--- src/rtl/pong_disp_pkg.sv ---
// Shared constants and types for the Pong score display path.
// Consumed by score_digit_conv, its interface and the dd_step helper.
package pong_disp_pkg;

  localparam int SCORE_W = 7;
  localparam logic [SCORE_W-1:0] SCORE_MAX = 7'd99;
  localparam logic [3:0] DIGIT_BLANK = 4'hF;
  localparam int DD_SHIFTS = 7;

  typedef enum logic [1:0] {
    IDLE  = 2'd0,
    SHIFT = 2'd1,
    DONE  = 2'd2
  } state_t;

  // Scores above the two-digit range are shown as the largest displayable value.
  function automatic logic [SCORE_W-1:0] clamp_score(input logic [SCORE_W-1:0] s);
    return (s > SCORE_MAX) ? SCORE_MAX : s;
  endfunction

endpackage

--- src/rtl/score_digit_conv_if.sv ---
// Score/digit bundle between the score source, score_digit_conv and the scan driver.
// master drives scores and load; slave (the converter) drives digits and status.
interface score_digit_conv_if;
  import pong_disp_pkg::*;

  logic [SCORE_W-1:0] score_l;
  logic [SCORE_W-1:0] score_r;
  logic               load;
  logic [3:0]         dig3;
  logic [3:0]         dig2;
  logic [3:0]         dig1;
  logic [3:0]         dig0;
  logic               busy;
  logic               done;

  modport master (
    output score_l, score_r, load,
    input  dig3, dig2, dig1, dig0, busy, done
  );

  modport slave (
    input  score_l, score_r, load,
    output dig3, dig2, dig1, dig0, busy, done
  );

endinterface

--- src/rtl/dd_step.sv ---
// One double-dabble iteration: add 3 to each BCD nibble >= 5, then shift
// the {bcd, bin} pair left by one bit. Purely combinational.
module dd_step
  import pong_disp_pkg::*;
(
  input  logic [7:0]         bcd_in,
  input  logic [SCORE_W-1:0] bin_in,
  output logic [7:0]         bcd_out,
  output logic [SCORE_W-1:0] bin_out
);

  logic [3:0] lo_adj;
  logic [3:0] hi_adj;

  // Nibble correction followed by the one-bit shift of the combined register.
  always_comb begin
    lo_adj  = (bcd_in[3:0] >= 4'd5) ? bcd_in[3:0] + 4'd3 : bcd_in[3:0];
    hi_adj  = (bcd_in[7:4] >= 4'd5) ? bcd_in[7:4] + 4'd3 : bcd_in[7:4];
    bcd_out = {hi_adj[2:0], lo_adj, bin_in[SCORE_W-1]};
    bin_out = {bin_in[SCORE_W-2:0], 1'b0};
  end

endmodule

--- src/rtl/score_digit_conv.sv ---
// Converts left/right binary scores to four BCD digits for the scan driver
// using a sequential double-dabble engine (both players in parallel).
// Optional macro LEADING_ZERO_BLANK_EN: a zero tens digit is written as the
// blank code so the scan driver shows nothing in that position.
module score_digit_conv
  import pong_disp_pkg::*;
(
  input  logic                 clk,
  input  logic                 clr_n,
  score_digit_conv_if.slave    bus
);

  state_t             state_q, state_d;
  logic [2:0]         cnt_q, cnt_d;
  logic [SCORE_W-1:0] bin_l_q, bin_l_d, bin_r_q, bin_r_d;
  logic [7:0]         bcd_l_q, bcd_l_d, bcd_r_q, bcd_r_d;
  logic               pend_q, pend_d;
  logic [SCORE_W-1:0] pend_l_q, pend_l_d, pend_r_q, pend_r_d;
  logic [3:0]         dig3_q, dig3_d, dig2_q, dig2_d, dig1_q, dig1_d, dig0_q, dig0_d;
  logic               done_q, done_d;

  logic [7:0]         bcd_l_step, bcd_r_step;
  logic [SCORE_W-1:0] bin_l_step, bin_r_step;

  dd_step u_step_l (
    .bcd_in  (bcd_l_q),
    .bin_in  (bin_l_q),
    .bcd_out (bcd_l_step),
    .bin_out (bin_l_step)
  );

  dd_step u_step_r (
    .bcd_in  (bcd_r_q),
    .bin_in  (bin_r_q),
    .bcd_out (bcd_r_step),
    .bin_out (bin_r_step)
  );

`ifdef LEADING_ZERO_BLANK_EN
  function automatic logic [3:0] tens_code(input logic [3:0] t);
    return (t == 4'd0) ? DIGIT_BLANK : t;
  endfunction
`else
  function automatic logic [3:0] tens_code(input logic [3:0] t);
    return t;
  endfunction
`endif

  // Next-state, datapath and pending-request logic for the conversion FSM.
  always_comb begin
    state_d  = state_q;
    cnt_d    = cnt_q;
    bin_l_d  = bin_l_q;
    bin_r_d  = bin_r_q;
    bcd_l_d  = bcd_l_q;
    bcd_r_d  = bcd_r_q;
    pend_d   = pend_q;
    pend_l_d = pend_l_q;
    pend_r_d = pend_r_q;
    dig3_d   = dig3_q;
    dig2_d   = dig2_q;
    dig1_d   = dig1_q;
    dig0_d   = dig0_q;
    done_d   = 1'b0;

    case (state_q)
      IDLE: begin
        if (bus.load) begin
          state_d = SHIFT;
          cnt_d   = 3'd0;
          bin_l_d = clamp_score(bus.score_l);
          bin_r_d = clamp_score(bus.score_r);
          bcd_l_d = 8'd0;
          bcd_r_d = 8'd0;
        end
      end

      SHIFT: begin
        bin_l_d = bin_l_step;
        bin_r_d = bin_r_step;
        bcd_l_d = bcd_l_step;
        bcd_r_d = bcd_r_step;
        cnt_d   = cnt_q + 3'd1;
        if (cnt_q == 3'(DD_SHIFTS - 1)) begin
          state_d = DONE;
        end
        if (bus.load) begin
          pend_d   = 1'b1;
          pend_l_d = clamp_score(bus.score_l);
          pend_r_d = clamp_score(bus.score_r);
        end
      end

      DONE: begin
        dig3_d = tens_code(bcd_l_q[7:4]);
        dig2_d = bcd_l_q[3:0];
        dig1_d = tens_code(bcd_r_q[7:4]);
        dig0_d = bcd_r_q[3:0];
        done_d = 1'b1;
        pend_d = 1'b0;
        if (bus.load || pend_q) begin
          state_d = SHIFT;
          cnt_d   = 3'd0;
          bcd_l_d = 8'd0;
          bcd_r_d = 8'd0;
          bin_l_d = bus.load ? clamp_score(bus.score_l) : pend_l_q;
          bin_r_d = bus.load ? clamp_score(bus.score_r) : pend_r_q;
        end else begin
          state_d = IDLE;
        end
      end

      default: begin
        state_d = IDLE;
      end
    endcase
  end

  // State and datapath registers; reset aborts any conversion and pending request.
  always_ff @(posedge clk or negedge clr_n) begin
    if (!clr_n) begin
      state_q  <= IDLE;
      cnt_q    <= 3'd0;
      bin_l_q  <= '0;
      bin_r_q  <= '0;
      bcd_l_q  <= 8'd0;
      bcd_r_q  <= 8'd0;
      pend_q   <= 1'b0;
      pend_l_q <= '0;
      pend_r_q <= '0;
      dig3_q   <= 4'd0;
      dig2_q   <= 4'd0;
      dig1_q   <= 4'd0;
      dig0_q   <= 4'd0;
      done_q   <= 1'b0;
    end else begin
      state_q  <= state_d;
      cnt_q    <= cnt_d;
      bin_l_q  <= bin_l_d;
      bin_r_q  <= bin_r_d;
      bcd_l_q  <= bcd_l_d;
      bcd_r_q  <= bcd_r_d;
      pend_q   <= pend_d;
      pend_l_q <= pend_l_d;
      pend_r_q <= pend_r_d;
      dig3_q   <= dig3_d;
      dig2_q   <= dig2_d;
      dig1_q   <= dig1_d;
      dig0_q   <= dig0_d;
      done_q   <= done_d;
    end
  end

  assign bus.dig3 = dig3_q;
  assign bus.dig2 = dig2_q;
  assign bus.dig1 = dig1_q;
  assign bus.dig0 = dig0_q;
  assign bus.busy = (state_q != IDLE);
  assign bus.done = done_q;

endmodule

--- src/flat_wrapper.sv ---
// flat-port wrapper written by rule: the top's interface ports become plain ports
module score_digit_conv_flat import pong_disp_pkg::*;
  (clk, clr_n, bus_score_l, bus_score_r, bus_load, bus_dig3, bus_dig2, bus_dig1, bus_dig0, bus_busy, bus_done);
  score_digit_conv_if bus_i ();
  input  logic clk;
  input  logic clr_n;
  input wire logic [$bits(bus_i.score_l)-1:0] bus_score_l;
  input wire logic [$bits(bus_i.score_r)-1:0] bus_score_r;
  input wire logic [$bits(bus_i.load)-1:0] bus_load;
  output wire logic [$bits(bus_i.dig3)-1:0] bus_dig3;
  output wire logic [$bits(bus_i.dig2)-1:0] bus_dig2;
  output wire logic [$bits(bus_i.dig1)-1:0] bus_dig1;
  output wire logic [$bits(bus_i.dig0)-1:0] bus_dig0;
  output wire logic [$bits(bus_i.busy)-1:0] bus_busy;
  output wire logic [$bits(bus_i.done)-1:0] bus_done;
  assign bus_i.score_l = bus_score_l;
  assign bus_i.score_r = bus_score_r;
  assign bus_i.load = bus_load;
  assign bus_dig3 = bus_i.dig3;
  assign bus_dig2 = bus_i.dig2;
  assign bus_dig1 = bus_i.dig1;
  assign bus_dig0 = bus_i.dig0;
  assign bus_busy = bus_i.busy;
  assign bus_done = bus_i.done;
  score_digit_conv u_core (.clk(clk), .clr_n(clr_n), .bus(bus_i));
endmodule
--- config.mk ---
export PLATFORM = sky130hd
export DESIGN_NAME = score_digit_conv_flat
export DESIGN_NICKNAME = d
export VERILOG_FILES = /design/src/rtl/pong_disp_pkg.sv /design/src/rtl/score_digit_conv_if.sv /design/src/rtl/dd_step.sv /design/src/rtl/score_digit_conv.sv /design/src/flat_wrapper.sv
export SDC_FILE = /design/constraint.sdc
export NUM_CORES = 1
export LEC_CHECK = 0
export ABC_AREA = 1
export ABC_CLOCK_PERIOD_IN_PS = 1850
export BUFFER_PORTS_ARGS = -buffer_cell sky130_fd_sc_hd__buf_4
export CAP_MARGIN = 40
export CORE_MARGIN = 2
export CORE_UTILIZATION = 46
export DETAILED_ROUTE_END_ITERATION = 6
export GPL_ROUTABILITY_DRIVEN = 0
export PLACE_DENSITY_LB_ADDON = 0.3
export SLEW_MARGIN = 20
export SYNTH_ARGS = -nofsm -noshare
export SYNTH_HDL_FRONTEND = slang
export SYNTH_SLANG_ARGS = --single-unit
--- constraint.sdc ---
create_clock -name clk -period 1.85 [get_ports clk]
set_input_delay 0.2775 -clock clk [delete_from_list [all_inputs] [get_ports clk]]
set_output_delay 0.2775 -clock clk [all_outputs]
set_load 0.005 [all_outputs]
Word level (Yosys, flattened, before mapping). Cells that the tools add are included.

Flip-flop bits (word level): 67. Input bits: 17. Output and inout bits: 18. Word-level logic and storage cells: 68.

Add/sub/neg operators: 5. Magnitude comparators: 6. Equality and inequality tests: 7. Multiplexer cells: 28. Reduce and logical (&&, ||, !) cells: 8.

Operators by type and width (count): 7-bit 2-to-1 mux (8); 8-bit one-hot mux with 3 select lines (2); 7-bit one-hot mux with 3 select lines (2); 4-bit by 3-bit >= comparator with 1-bit output, second input constant (4); 8-bit 2-to-1 mux (2); 7-bit greater-than comparator, second input constant (2); 3-bit 2-to-1 mux (4); 3-bit one-hot mux with 3 select lines (1); 4-bit by 2-bit adder with 4-bit output, second input constant (2); 4-bit 2-to-1 mux (2); 3-bit by 2-bit adder with 3-bit output, second input constant (2); 2-bit one-hot mux with 3 select lines (1); 2-bit 2-to-1 mux (2); 2-bit by 1-bit != test with 1-bit output, second input constant (2); 2-bit != test, second input constant (2); 2-bit AND reduction (2); 2-bit nonzero test (2); 3-bit by 1-bit adder with 3-bit output, second input constant (1); 3-bit equality test, second input constant (1); 1-bit 2-to-1 mux (3); 3-bit AND reduction (1); 3-bit nonzero test (1); 2-bit by 1-bit equality test with 1-bit output, second input constant (1); 2-bit equality test, second input constant (1); 3 further kinds (3).

Depth between registers and ports, before layout.
Word-level depth: 5. Depth in mapped cells: 10. Mapped depth without buffers: 10.

Cells and area by module. A second synthesis with hierarchy kept.

Cells, all modules: 512. Area, all modules: 3831.2 um^2.

Modules (own cells, without submodules): score_digit_conv (times used 1, cells an instance 412, area an instance 3275.6 um^2, seq. area each 1676.6 um^2); dd_step (times used 2, cells an instance 50, area an instance 277.8 um^2, seq. area each 0.0 um^2).

Worst setup path before layout. Ideal clock, no wire load.

Kind: reg-to-reg. Start point: register u_core.state_q[0]. End point: register u_core.bin_r_q[2]. Library setup time: 113 ps. Data arrival time: 1418 ps. Required time: 1737 ps. Slack: 319 ps. Stages on the path, launching flop included: 10. Path buffers: 0. Clock period less this slack: 1531 ps. Cells stage by stage: dfrtp_1 inv_1 ha_1 inv_1 a21oi_1 inv_1 nand2_1 nand3_1 nand2_1 inv_1.

Longest elaborated chain between the ends: 3. Elaborated cells between the ends (all ways): 8. Those cells by class: 4 x eq/ne; 1 x mux; 3 x reduce/logical.

RTL lines: start, declared (line score_digit_conv.sv:13) `state_t state_q, state_d;`; start signal, assigned (line score_digit_conv.sv:137) `state_q <= state_d;`; 2-bit equality test (tied with other cells) (line score_digit_conv.sv:66) `case (state_q)`; 2-bit by 1-bit != test with 1-bit output (no source line) (tied with other cells); 3-bit AND reduction (no source line); end signal, assigned (line score_digit_conv.sv:140) `bin_r_q <= bin_r_d;`; end, declared (line score_digit_conv.sv:15) `logic [SCORE_W-1:0] bin_l_q, bin_l_d, bin_r_q, bin_r_d;`.

Parallel ways exist; a longest one is shown, timed or not. A chain may end at the register's enable or synchronous reset.

Worst setup path in the final report.
Start point: register u_core.state_q[0]. End point: register u_core.bcd_l_q[6].

Longest elaborated chain between the ends: 3. Elaborated cells between the ends (all ways): 8. Those cells by class: 4 x eq/ne; 1 x mux; 3 x reduce/logical.

RTL lines: 2-bit equality test (tied with other cells) (line score_digit_conv.sv:66); 2-bit by 1-bit != test with 1-bit output (no source line) (tied with other cells); 3-bit AND reduction (no source line); end signal, assigned (line score_digit_conv.sv:141) `bcd_l_q <= bcd_l_d;`; end, declared (line score_digit_conv.sv:16) `logic [7:0] bcd_l_q, bcd_l_d, bcd_r_q, bcd_r_d;`.

Parallel ways exist; a longest one is shown, timed or not.

==> impl_metrics.py <==
metrics = {
    "synthesis": {
        "synth_top_area_share": 0.483,
        "synth_ff_type": "dfrtp_1",
        "syn_inst": 451,
        "yosys.area_share.simple": 0.269,
        "muxShareOfSynthArea": 0,
        "synth_edf_count": 0,
        "synthesis.nets": 482,
        "synth_seq_cells": 67,
        "synth_compound_area_frac": 0.102,
        "yosys.area.top_type": "dfrtp_1",
        "synth_top_family_by_area": "simple AND/OR/NAND/NOR gates",
        "avgSynthCellArea_sq_um": 7.70,
        "synth_warnings": 0,
        "synth_xor_area_frac": 0.00756,
        "async_flop_share": 1.00,
        "ys_seq_area_frac": 0.483,
        "syn_area_sq_um": 3470,
        "ys_types": 28,
        "synthAdderAreaFrac": 0.0504,
        "ys_top_cells_by_area": "dfrtp_1 (48%), nand2_1 (17%), o21ai_0 (6.0%)",
    },
    "routing": {
        "drt-initial-drc-count": 127,
        "via_per_inst": 4.84,
        "dr.pass1.iters": 4,
        "wl_per_cell_microns": 12.1,
        "drc_errors": 0,
        "vias": 2894,
        "postRouteAntennaNets": 0,
        "routed_wl_microns": 7260,
    },
    "setup_path": {
        "worstSetupPathType": "register to register",
        "endpoint": "u_core.bcd_l_q[6]$_DFFE_PN0P_",
        "cp-start-kind": "register",
        "r2r_end": "u_core.bcd_l_q[6]$_DFFE_PN0P_",
        "crit_path_end_kind": "register",
        "crit_cells": 7,
        "reg2reg_from": "u_core.state_q[0]$_DFFE_PN0P_",
        "startpoint": "u_core.state_q[0]$_DFFE_PN0P_",
        "critPathRequiredTime_ps": 2140,
        "crit_chain": "inv_1, ha_1, nand2_1, nand3_1, nor2_2, nand3_1, nand2_1",
        "critPathSlowestCell": "dfrtp_1",
        "critPathTopFamily": "simple AND/OR/NAND/NOR gates",
        "critPathMaxFanout": 10,
        "r2r_setup_slack_ps": 240,
        "r2r_cells": 7,
        "cpPeakStageDelay_ps": 390,
        "worstPathArrival_ps": 1900,
        "path_buf_inv": 1,
    },
    "worst_hold_path": {
        "min_path_cells": 3,
        "holdCritPathClass": "input port to register",
    },
    "sta": {
        "drv_slew": 0,
        "final.setup.tns_ps": 0,
        "rsz0062_at_grt": "no",
        "finalSetupViolations": 0,
        "period_share": 0.871,
        "fin_skew_ps": 5.50,
        "fmax_ghz": 0.621,
        "min_period_ps": 1610,
        "relSlewSlack": 0.707,
        "timing.final.ws_setup_ps": 239,
        "worst_pin_slew_ps": 439,
        "finalHoldViolCount": 0,
    },
    "die": {
        "die_area_sq_um": 8260,
        "die_h_microns": 90.9,
        "die_w_microns": 90.9,
        "initial_core_util": 0.476,
        "core_sq_um": 7290,
        "rows": 31,
        "top_level_ports": 35,
    },
    "clocking": {
        "clock-sinks": 67,
        "cts_resized": 0,
        "cts_buffer_depth": 2,
        "cts_buffers": 9,
        "path_clk_slew_ps": 80,
        "clk_latency_ps": 350,
        "ctsHoldBuffers": 1,
        "cts-root-buf": "clkbuf_8",
        "post_cts_buffers": 0,
        "cts_tree": "built",
        "cts_max_level": 3,
    },
    "grt": {
        "gr-total-overflow": 0,
        "antenna_found_initial": 0,
        "grt_pass1_vias": 2720,
        "grt_usage": 0.192,
        "grt_max_degree": 35,
        "grt_pass1_wl_microns": 12700,
    },
    "outcome": {
        "status": "complete, no violations",
    },
    "place": {
        "dp_slack_ps": 241,
        "port_buffers": 34,
        "place_area_sq_um": 3870,
        "dp_cells": 581,
        "hpwl_microns": 5070,
    },
    "finish": {
        "layout_common_cells": "nand2_1 (161), dfrtp_1 (67), inv_1 (54)",
        "fin_cells": 598,
        "diodes": 0,
        "fillCellCount": 696,
        "stdcell_area_sq_um": 4100,
        "final_common_cell": "nand2_1",
        "drive_above_1_share": 0.144,
        "area_growth_syn_to_layout_pct": 18.0,
        "final_nets": 525,
    },
    "power_and_ir_drop": {
        "leakagePower_nw": 2.20,
        "powerDensity_nw_per_um2": 1450,
        "ir_drop_v": 0.000716,
    },
    "run": {
        "drv_cap": 0,
    },
}
-- worst min-delay path by stage --
| stage | slack, ps | to | start |
|---|---|---|---|
| 2_1_floorplan | -20 | u_core.bcd_l_q[0]$_DFFE_PN0P_ | clr_n |
| 3_3_place_gp | 180 | u_core.bus.dig0[0]$_DFFE_PN0P_ | clr_n |
| 3_5_place_dp | 180 | u_core.bus.dig0[0]$_DFFE_PN0P_ | clr_n |
| 4_1_cts | 200 | u_core.pend_l_q[1]$_DFFE_PN0P_ | bus_score_l[1] |
| 5_1_grt | 220 | u_core.pend_r_q[1]$_DFFE_PN0P_ | bus_score_r[1] |
| 6_report | 200 | u_core.pend_l_q[1]$_DFFE_PN0P_ | bus_score_l[1] |
-- sequential cells by signal (all words and copies together), names as in the netlist --
register,flops
u_core.bcd_l_q,8
u_core.bcd_r_q,8
u_core.bin_l_q,7
u_core.bin_r_q,7
u_core.pend_l_q,7
u_core.pend_r_q,7
u_core.bus.dig0,4
u_core.bus.dig1,4
u_core.bus.dig2,4
u_core.bus.dig3,4
u_core.cnt_q,3
u_core.state_q,2
u_core.bus.done,1
u_core.pend_q,1
-- logic make-up after synthesis --
group / after synthesis
simple gates: 230
flops: 67
compound gates: 66
xor+xnor: 3
fa+ha+maj: 14
buf+inv: 71
-- metal layers --
layer	up-vias	wire [microns]	global-route usage
met3	11	255	0.0351
met5	-	0	0
li1	1491	-	-
met1	1341	3420	0.250
met2	51	3470	0.319
met4	0	104	0.0707
-- power breakdown --
group          internal (mW)  leakage, nW  switching, mW  total, mW
Clock                  0.753        0.101          0.582       1.34
Combinational          0.928         1.22           1.50       2.43
Sequential              1.93        0.875          0.258       2.19
-- through the flow --
step	utilization	power [mW]	hold WS [ps]
floorplan	-	3.89	-18.1
global placement	0.531	4.60	181
detailed placement	0.531	4.66	181
CTS	0.562	6.01	198
global route	0.562	6.47	222
finish	0.562	5.95	203
-- final cells by class --
class	instances	area [sq um]	area share
clock buffer	9	124	0.0302
clock inverter	7	92.6	0.0226
inverter	56	213	0.0519
multi-input combinational	313	1490	0.363
sequential	67	1680	0.409
tap	99	124	0.0302
timing repair buffer	47	380	0.0928
-- worst register-to-register path, cell delays in order (launching register included) --
cell and delay [ps]:
dfrtp_1 390, inv_1 80, ha_1 270, nand2_1 130, nand3_1 110, nor2_2 370
nand3_1 130, nand2_1 80
-- Yosys cell counts (4+ instances only) --
| master | n |
|---|---|
| ha_1 | 14 |
| buf_6 | 4 |
| a21oi_1 | 11 |
| nand3_1 | 23 |
| o22ai_1 | 4 |
| buf_2 | 4 |
| or2_1 | 4 |
| clkbuf_1 | 5 |
| inv_1 | 54 |
| dfrtp_1 | 67 |
| nor2_1 | 32 |
| nand2_1 | 161 |
| o21ai_1 | 5 |
| o21ai_0 | 42 |
Power figures use the tool's default switching activity.
